--- config.mk ---
export PLATFORM = sky130hd
export DESIGN_NAME = alu_arb_ctrl
export DESIGN_NICKNAME = d
export VERILOG_FILES = /design/src/rtl/alu_ctrl_pkg.sv /design/src/rtl/alu_op_decode.sv /design/src/rtl/alu_arb_ctrl.sv
export SDC_FILE = /design/constraint.sdc
export NUM_CORES = 1
export LEC_CHECK = 0
export ABC_AREA = 1
export CAP_MARGIN = 20
export CORE_AREA = 2 2 132 134
export DETAILED_ROUTE_END_ITERATION = 16
export DIE_AREA = 0 0 134 136
export GPL_ROUTABILITY_DRIVEN = 1
export PLACE_DENSITY = 0.76
export SYNTH_ARGS = -nofsm -noshare
export SYNTH_HDL_FRONTEND = slang
export SYNTH_SLANG_ARGS = --single-unit
--- constraint.sdc ---
create_clock -name clk -period 1.9 [get_ports clk]
set_input_delay 0.38 -clock clk [delete_from_list [all_inputs] [get_ports clk]]
set_output_delay 0.38 -clock clk [all_outputs]
set_load 0.01 [all_outputs]
--- src/rtl/alu_ctrl_pkg.sv ---
// Shared constants and types for the ALU arbiter/controller.
//   - op class codes (op[4:3])
//   - ALU top-level select codes per class
//   - controller FSM state enum
package alu_ctrl_pkg;

  localparam int NUM_REQ = 2;
  localparam int OPW     = 5;

  localparam logic [1:0] CLS_ARITH = 2'b00;
  localparam logic [1:0] CLS_LOGIC = 2'b01;
  localparam logic [1:0] CLS_SHIFT = 2'b10;

  localparam logic [2:0] SEL_ARITH = 3'b000;
  localparam logic [2:0] SEL_LOGIC = 3'b011;
  localparam logic [2:0] SEL_SHIFT = 3'b111;

  typedef enum logic [1:0] {
    IDLE = 2'd0,
    EXEC = 2'd1,
    RESP = 2'd2
  } state_t;

endpackage

--- src/rtl/alu_op_decode.sv ---
// Combinational opcode decoder.
// Ports:
//   op      in  5 : compact opcode, class in op[4:3], sub-op in op[2:0]
//   sel     out 3 : ALU class select
//   sel1    out 3 : arithmetic sub-op (000 when unused)
//   sel2    out 3 : logic sub-op (000 when unused)
//   sel3    out 3 : shift sub-op (000 when unused)
//   illegal out 1 : opcode not supported; all selects are 000 in that case
module alu_op_decode
  import alu_ctrl_pkg::*;
(
  input  logic [OPW-1:0] op,
  output logic [2:0]     sel,
  output logic [2:0]     sel1,
  output logic [2:0]     sel2,
  output logic [2:0]     sel3,
  output logic           illegal
);

  always_comb begin
    sel     = 3'b000;
    sel1    = 3'b000;
    sel2    = 3'b000;
    sel3    = 3'b000;
    illegal = 1'b0;
    case (op[4:3])
      CLS_ARITH: begin
        sel  = SEL_ARITH;
        sel1 = op[2:0];
      end
      CLS_LOGIC: begin
        if (op[2:0] == 3'd7) illegal = 1'b1;
        else begin
          sel  = SEL_LOGIC;
          sel2 = op[2:0];
        end
      end
      CLS_SHIFT: begin
        if (op[2]) illegal = 1'b1;
        else begin
          sel  = SEL_SHIFT;
          sel3 = op[2:0];
        end
      end
      default: illegal = 1'b1;
    endcase
  end

endmodule

--- src/rtl/alu_arb_ctrl.sv ---
// Round-robin arbiter and controller sharing one combinational ALU between
// two requesters. Accepts a request in IDLE, drives the ALU for one cycle in
// EXEC, registers the result and presents it in RESP until handshaken.
// Optional build macro: ALU_ARB_ACC_EN adds a per-requester accumulator fed
// back through alu_in/alu_load_en.
// Ports:
//   clk, rst                 : clock, synchronous active-high reset
//   req_valid/req_ready [2]  : per-requester request handshake
//   req_op/a/b/shift/use_acc : per-requester payload, lane i at [i*W +: W]
//   rsp_valid/rsp_ready      : response handshake
//   rsp_data/rsp_id/rsp_err  : registered result, requester ID, illegal-op flag
//   alu_*                    : ALU control/operands (zero outside EXEC)
//   alu_result               : combinational ALU output
module alu_arb_ctrl
  import alu_ctrl_pkg::*;
#(
  parameter int DW = 32,
  parameter int SW = 5
) (
  input  logic                  clk,
  input  logic                  rst,
  input  logic [NUM_REQ-1:0]    req_valid,
  output logic [NUM_REQ-1:0]    req_ready,
  input  logic [NUM_REQ*OPW-1:0] req_op,
  input  logic [NUM_REQ*DW-1:0] req_a,
  input  logic [NUM_REQ*DW-1:0] req_b,
  input  logic [NUM_REQ*SW-1:0] req_shift,
  input  logic [NUM_REQ-1:0]    req_use_acc,
  output logic                  rsp_valid,
  input  logic                  rsp_ready,
  output logic [DW-1:0]         rsp_data,
  output logic                  rsp_id,
  output logic                  rsp_err,
  output logic [DW-1:0]         alu_a,
  output logic [DW-1:0]         alu_b,
  output logic [DW-1:0]         alu_in,
  output logic [2:0]            alu_sel,
  output logic [2:0]            alu_sel1,
  output logic [2:0]            alu_sel2,
  output logic [2:0]            alu_sel3,
  output logic [SW-1:0]         alu_shift,
  output logic                  alu_load_en,
  input  logic [DW-1:0]         alu_result
);

  // lane views of the flat request buses
  logic [NUM_REQ-1:0][OPW-1:0] op_v;
  logic [NUM_REQ-1:0][DW-1:0]  a_v, b_v;
  logic [NUM_REQ-1:0][SW-1:0]  sh_v;
  assign op_v = req_op;
  assign a_v  = req_a;
  assign b_v  = req_b;
  assign sh_v = req_shift;

  state_t         state, state_nxt;
  logic           last_grant;
  logic           grant_id;
  logic           any_req;
  logic [OPW-1:0] op_q;
  logic [DW-1:0]  a_q, b_q;
  logic [SW-1:0]  sh_q;
  logic           id_q;
  logic           accept;

  logic [2:0] d_sel, d_sel1, d_sel2, d_sel3;
  logic       d_illegal;

  alu_op_decode u_dec (
    .op      (op_q),
    .sel     (d_sel),
    .sel1    (d_sel1),
    .sel2    (d_sel2),
    .sel3    (d_sel3),
    .illegal (d_illegal)
  );

  // under contention the requester not granted last wins
  always_comb begin
    any_req = |req_valid;
    case (req_valid)
      2'b01:   grant_id = 1'b0;
      2'b10:   grant_id = 1'b1;
      2'b11:   grant_id = ~last_grant;
      default: grant_id = 1'b0;
    endcase
  end

  assign accept    = (state == IDLE) && any_req && !rst;
  assign req_ready = accept ? (grant_id ? 2'b10 : 2'b01) : 2'b00;
  assign rsp_valid = (state == RESP);

`ifdef ALU_ARB_ACC_EN
  logic [NUM_REQ-1:0][DW-1:0] acc_q;
  logic                       use_acc_q;

  always_ff @(posedge clk) begin
    if (rst) begin
      acc_q     <= '0;
      use_acc_q <= 1'b0;
    end else begin
      if (accept) use_acc_q <= req_use_acc[grant_id];
      // every legal op refreshes its requester's accumulator
      if (state == EXEC && !d_illegal) acc_q[id_q] <= alu_result;
    end
  end
`else
  logic unused_use_acc;
  assign unused_use_acc = ^req_use_acc;
`endif

  // ALU drive: only in EXEC and only for legal ops, so an illegal op leaves
  // the ALU inputs quiet
  always_comb begin
    alu_a       = '0;
    alu_b       = '0;
    alu_in      = '0;
    alu_sel     = 3'b000;
    alu_sel1    = 3'b000;
    alu_sel2    = 3'b000;
    alu_sel3    = 3'b000;
    alu_shift   = '0;
    alu_load_en = 1'b0;
    if (state == EXEC && !d_illegal) begin
      alu_a     = a_q;
      alu_b     = b_q;
      alu_sel   = d_sel;
      alu_sel1  = d_sel1;
      alu_sel2  = d_sel2;
      alu_sel3  = d_sel3;
      alu_shift = sh_q;
`ifdef ALU_ARB_ACC_EN
      if (use_acc_q) begin
        alu_in      = acc_q[id_q];
        alu_load_en = 1'b1;
      end
`endif
    end
  end

  always_comb begin
    state_nxt = state;
    case (state)
      IDLE:    if (any_req) state_nxt = EXEC;
      EXEC:    state_nxt = RESP;
      RESP:    if (rsp_ready) state_nxt = IDLE;
      default: state_nxt = IDLE;
    endcase
  end

  always_ff @(posedge clk) begin
    if (rst) begin
      state      <= IDLE;
      last_grant <= 1'b1;
      op_q       <= '0;
      a_q        <= '0;
      b_q        <= '0;
      sh_q       <= '0;
      id_q       <= 1'b0;
      rsp_data   <= '0;
      rsp_id     <= 1'b0;
      rsp_err    <= 1'b0;
    end else begin
      state <= state_nxt;
      if (accept) begin
        op_q       <= op_v[grant_id];
        a_q        <= a_v[grant_id];
        b_q        <= b_v[grant_id];
        sh_q       <= sh_v[grant_id];
        id_q       <= grant_id;
        last_grant <= grant_id;
      end
      if (state == EXEC) begin
        rsp_data <= d_illegal ? '0 : alu_result;
        rsp_err  <= d_illegal;
        rsp_id   <= id_q;
      end
    end
  end

endmodule
### Yosys cells after proc, flatten, opt, wreduce, memory -nomap -nowiden

Cells that the tools add are included.

* output and inout port bits: 151
* bits in registers: 112
* word-level logic and storage cells: 63
* bits of input ports: 187

* bitwise gates (word level): 1
* reductions and logical operators: 9
* $lt $le $gt $ge: 1
* equal/unequal tests: 9
* mux-type cells: 33

Operator list (count)
* $mux W32: 7
* $mux W3: 9
* $mux W5: 5
* $mux W2: 6
* $eq A2 B2 Y1 const B: 4
* $pmux W2 S3: 1
* $pmux W3 S2: 1
* $eq A2 B1 Y1 const B: 2
* $logic_not A2 Y1: 2
* $eq A3 B3 Y1 const B: 1
* $logic_and A1 B1 Y1: 3
* $pmux W1 S3: 1
* $logic_not A1 Y1: 2
* $lt A1 B2 Y1 const B: 1
* $mux W1: 2
* $ne A2 B1 Y1 const B: 1
* $ne A2 B2 Y1 const B: 1
* $pmux W1 S2: 1
* $reduce_and A2 Y1: 1
* $reduce_or A2 Y1: 1
* $not A1 Y1: 1

### Depth between registers and ports, before layout

* word-level depth: 6
* mapped depth: 9
* depth with buffers taken out: 7

### Cells and area by module

From an unflattened synthesis, not the netlist that was laid out.

* cells, all modules: 978
* area, all modules: 6014.5 um^2

By module, submodules not included
* alu_arb_ctrl: area an instance 5831.8 um^2, times used 1, cells an instance 946, sequential area each 2242.2 um^2
* alu_op_decode: area an instance 182.7 um^2, times used 1, cells an instance 32, sequential area each 0.0 um^2

### Worst setup path after synthesis

OpenSTA, ideal clock, no wires.

* path type: flip-flop to output port
* start point: reg op_q[3]
* end point: out alu_sel[1]
* cell stages (with the launch flop): 10
* slack: 9 ps
* arrival: 1511 ps
* buffers on the path: 2
* cells stage by stage: dfxtp_1 -> inv_1 -> ha_1 -> nand2_1 -> nand2_1 -> nor2_4 -> nand2_2 -> buf_2 -> nor2_1 -> buf_4

* cells in the longest elaborated chain, start to end: 5
* elaborated cells on any way between the ends: 8
* those cells by class: eq/ne (2); mux (3); reduce/logical (3)

Ends and longest elaborated chain
* from (decl): line alu_arb_ctrl.sv:59 `logic [OPW-1:0] op_q;`
* from (signal assigned): line alu_arb_ctrl.sv:165 `op_q <= op_v[grant_id];`
* $eq A2 B2 Y1 (tied with other cells): line alu_op_decode.sv:26 `case (op[4:3])`
* $pmux W1 S3: line alu_op_decode.sv:26
* $logic_not A1 Y1: line alu_arb_ctrl.sv:123 `if (state == EXEC && !d_illegal) begin`
* $logic_and A1 B1 Y1: line alu_arb_ctrl.sv:123
* $mux W3 (*): line alu_arb_ctrl.sv:123
* to (decl): line alu_arb_ctrl.sv:37 `output logic [2:0] alu_sel,`

Mark *: on every way between the ends. The rest lies on a longest branch, timed or not.

### Final worst setup path

* start point: reg op_q[3]
* end point: out alu_a[31]

* cells in the longest elaborated chain, start to end: 5
* elaborated cells on any way between the ends: 7
* those cells by class: eq/ne (2); mux (2); reduce/logical (3)

Ends and longest elaborated chain
* $eq A2 B2 Y1 (tied with other cells): line alu_op_decode.sv:26
* $pmux W1 S3 (*): line alu_op_decode.sv:26
* $logic_not A1 Y1 (*): line alu_arb_ctrl.sv:123
* $logic_and A1 B1 Y1 (*): line alu_arb_ctrl.sv:123
* $mux W32 (*): line alu_arb_ctrl.sv:123
* to (decl): line alu_arb_ctrl.sv:34 `output logic [DW-1:0] alu_a,`

Marks and branches as above.

==> results_dict.tcl <==
set metrics [dict create \
    hp-start "rst" \
    synth.area.top_cells "dfxtp_1 (37%), nand2_1 (21%), a21oi_1 (9.2%)" \
    worst_path_most_repeated_cell "nand2_2" \
    synth-edff-count 0 \
    setup_viol_count_final 80 \
    grt_util_met2 0.3915 \
    multiInputGateArea_um2 3186 \
    cts_max_level 3 \
    grt_pass1_wl_mm 32.02 \
    min_period_ns 2.156 \
    r2r-start "op_q[3]" \
    arrival_ns 1.78 \
    critPathKind "reg -> out" \
    gp_congestion 0.8129 \
    clkPwrFrac 0.308 \
    cts_buffers 9 \
    avgSynthCellArea_um2 6.308 \
    numPortBuffers 301 \
    worst_setup_path_start_kind "flip-flop" \
    cts-root-buf "clkbuf_16" \
    worstReg2RegEnd "rsp_data[26]" \
    dp.cells 1447 \
    grtUsageMet1 0.2565 \
    cts.sink_count 112 \
    clock_skew_ns 0.007925 \
    coreArea_um2 16880 \
    vias 6908 \
    wl_per_cell_um 14.42 \
    min_period_over_period 1.135 \
    met3_usage 0.05891 \
    cts_tree "built" \
    final_cell_count_no_fill 1475 \
    ys_seq_area_frac 0.3710 \
    p_leak_nw 4.088 \
    initial_utilization 0.3581 \
    holdPathStages 4 \
    cap_violations 0 \
    p_int_w 0.004464 \
    clk_pin_slew_ns 0.07 \
    drive_gt1_frac 0.1576 \
    p_per_area_nw_per_um2 655.2 \
    grt_usage 0.2196 \
    ys_ff_latch 112 \
    place_ws_ns -0.3762 \
    syn_to_final_growth_pct 59.09 \
    yosys_most_used_dff "dfxtp_1" \
    antenna_found_initial 0 \
    worstPathBufferInverterCount 3 \
    dr.pass1.iters 4 \
    min_to "rsp_err" \
    place_area_um2 9161 \
    drt_iter0_markers 326 \
    synth_commonest_cells "nand2_1 (339), dfxtp_1 (112), a21oi_1 (111)" \
    fp.dieW_um 134 \
    tns_ns -14.82 \
    min_path_type "in -> reg" \
    hpwlAfterDp_mm 14.25 \
    run_status "finished, violations left" \
    fillers 1603 \
    p_seq_frac 0.412 \
    required_ns 1.52 \
    failed_checks "setup timing" \
    rsz0062_at_grt "true" \
    switching_share 0.2913 \
    clk_latency_ns 0.34 \
    busiest_layer "met2" \
    io_pins 338 \
    critPathSlowestCell "dfxtp_4" \
    grt_max_degree 82 \
    peakVddDrop_mv 0.5389 \
    seqCellArea_um2 2247 \
    crit_path_max_incr_delay_ns 0.38 \
    post-route-drc-count 0 \
    yosys_warnings 0 \
    stdcell_area_um2 9614 \
    worstPathCellList "inv_4 > ha_4 > nand2_2 > nand2_2 > nor2_4 > nand2_4 > buf_12 > nor2_1 > clkdlybuf4s15_2" \
    async_reset_ff_frac 0 \
    switchingPower_w 0.001835 \
    finalNetCount 1436 \
    tightest_slew_ns 0.8888 \
    hold_viol_final 0 \
    worst-path-max-fanout 40 \
    slew_violations 0 \
    cp-end-kind "output pin" \
    first_global_vias 6386 \
    synth_top_area_frac 0.3710 \
    r2r_setup_slack_ns 0.13 \
    antenna_cells 0 \
    synthDistinctLibCells 21 \
    syn_inst 958 \
    setup_ws_ns -0.2559 \
    netlist_area_um2 6043 \
    yosysTopAreaCell "dfxtp_1" \
    slew-limit-headroom 0.4074 \
    wl_mm 21.26 \
    grt_remaining_overflow 0 \
    post-synth-top-count-cell "nand2_1" \
    clk_path_buf_depth 2 \
    dieArea_um2 18220 \
    max_freq_mhz 463.8 \
    postCtsHoldBufs 0 \
    ant_nets 0 \
    path_delay_family "buffers and inverters" \
    p_comb_frac 0.280 \
    num_rows 48 \
    die_h_um 136 \
    worstRegToRegCells 11 \
    routed_via_density 4.683 \
]
-- worst reg2reg max path: cells and delay by family (launching register included) --
| family | cells | cell delay, ns |
|---|---|---|
| compound gates | 1 | 0.18 |
| fa+ha+maj | 1 | 0.15 |
| buf+inv | 5 | 0.58 |
| flops | 1 | 0.38 |
| simple gates | 4 | 0.40 |
-- through the flow --
stage	total power, W	util	hold slack (ns)
2_1_floorplan	0.003504	-	0.4333
3_3_place_gp	0.004236	0.5429	0.4504
3_5_place_dp	0.004259	0.5429	0.4555
4_1_cts	0.006277	0.5526	0.3508
5_1_grt	0.006616	0.5697	0.3836
6_report	0.006300	0.5697	0.3681
-- layout make-up --
class | instances | share of cell area
Multi-Input combinational cell | 689 | 0.3313
Clock inverter | 3 | 0.004164
Tap cell | 225 | 0.02928
Sequential cell | 112 | 0.2337
Inverter | 86 | 0.03384
Timing Repair Buffer | 347 | 0.3406
Clock buffer | 13 | 0.02707
-- registers in the layout, summed over array words and instances, names as in the netlist --
| register | count |
|---|---|
| rsp_data | 32 |
| last_grant | 1 |
| sh_q | 5 |
| rsp_id | 1 |
| id_q | 1 |
| op_q | 5 |
| b_q | 32 |
| a_q | 32 |
| rsp_err | 1 |
| state | 2 |
-- layer usage --
metal / vias up / wire length (um)
met5: - / 0
met4: 0 / 383
met3: 26 / 1804
met2: 266 / 10450
met1: 3143 / 8622
li1: 3473 / -
-- repair_timing --
action,4_1_cts,5_1_grt
resized for setup,346,54
cloned,4,2
setup buffers,5,1
endpoints found under the setup margin,83,158
-- power groups by stage --
stage          Sequential (W)  Clock [W]  Combinational (W)
6_report              0.00260    0.00194            0.00177
3_3_place_gp          0.00264          0            0.00160
2_1_floorplan         0.00265          0           0.000850
5_1_grt               0.00262    0.00207            0.00193
4_1_cts               0.00259    0.00199            0.00169
3_5_place_dp          0.00264          0            0.00162
-- placed cells by master, fill, tap and decap left out, types with 7 or more instances in the layout --
| cell type | n |
|---|---|
| buf_4 | 34 |
| a21oi_1 | 111 |
| nor2_4 | 22 |
| clkdlybuf4s50_1 | 216 |
| nand3_1 | 107 |
| clkbuf_16 | 11 |
| buf_2 | 58 |
| inv_1 | 83 |
| dfxtp_1 | 110 |
| buf_6 | 22 |
| conb_1 | 34 |
| nor2_1 | 44 |
| nand2_1 | 333 |
| nand2_2 | 7 |
| nor2_2 | 13 |
-- cells by family (layout without fill, tap and decap cells) --
family | after synthesis | count (layout) | synth area share
and+or+nand+nor | 537 | 537 | 0.3700
buffers and inverters | 190 | 449 | 0.1557
AOI/OAI and AO/OA | 114 | 114 | 0.09441
DFF | 112 | 112 | 0.3710
adders and majority gates | 4 | 4 | 0.008282
other | 1 | 34 | 0.0006205
-- worst max path at each step --
| stage | start | end | cells past startpoint |
|---|---|---|---|
| after floorplan | op_q[3] | alu_sel[1] | 9 |
| after global placement | op_q[3] | alu_b[6] | 9 |
| after detailed placement | op_q[3] | alu_sel3[1] | 9 |
| after CTS | op_q[3] | alu_a[19] | 10 |
| after global routing | op_q[3] | alu_a[31] | 7 |
| final | op_q[3] | alu_a[31] | 9 |
No activity file was read; power rests on OpenSTA's default activity.
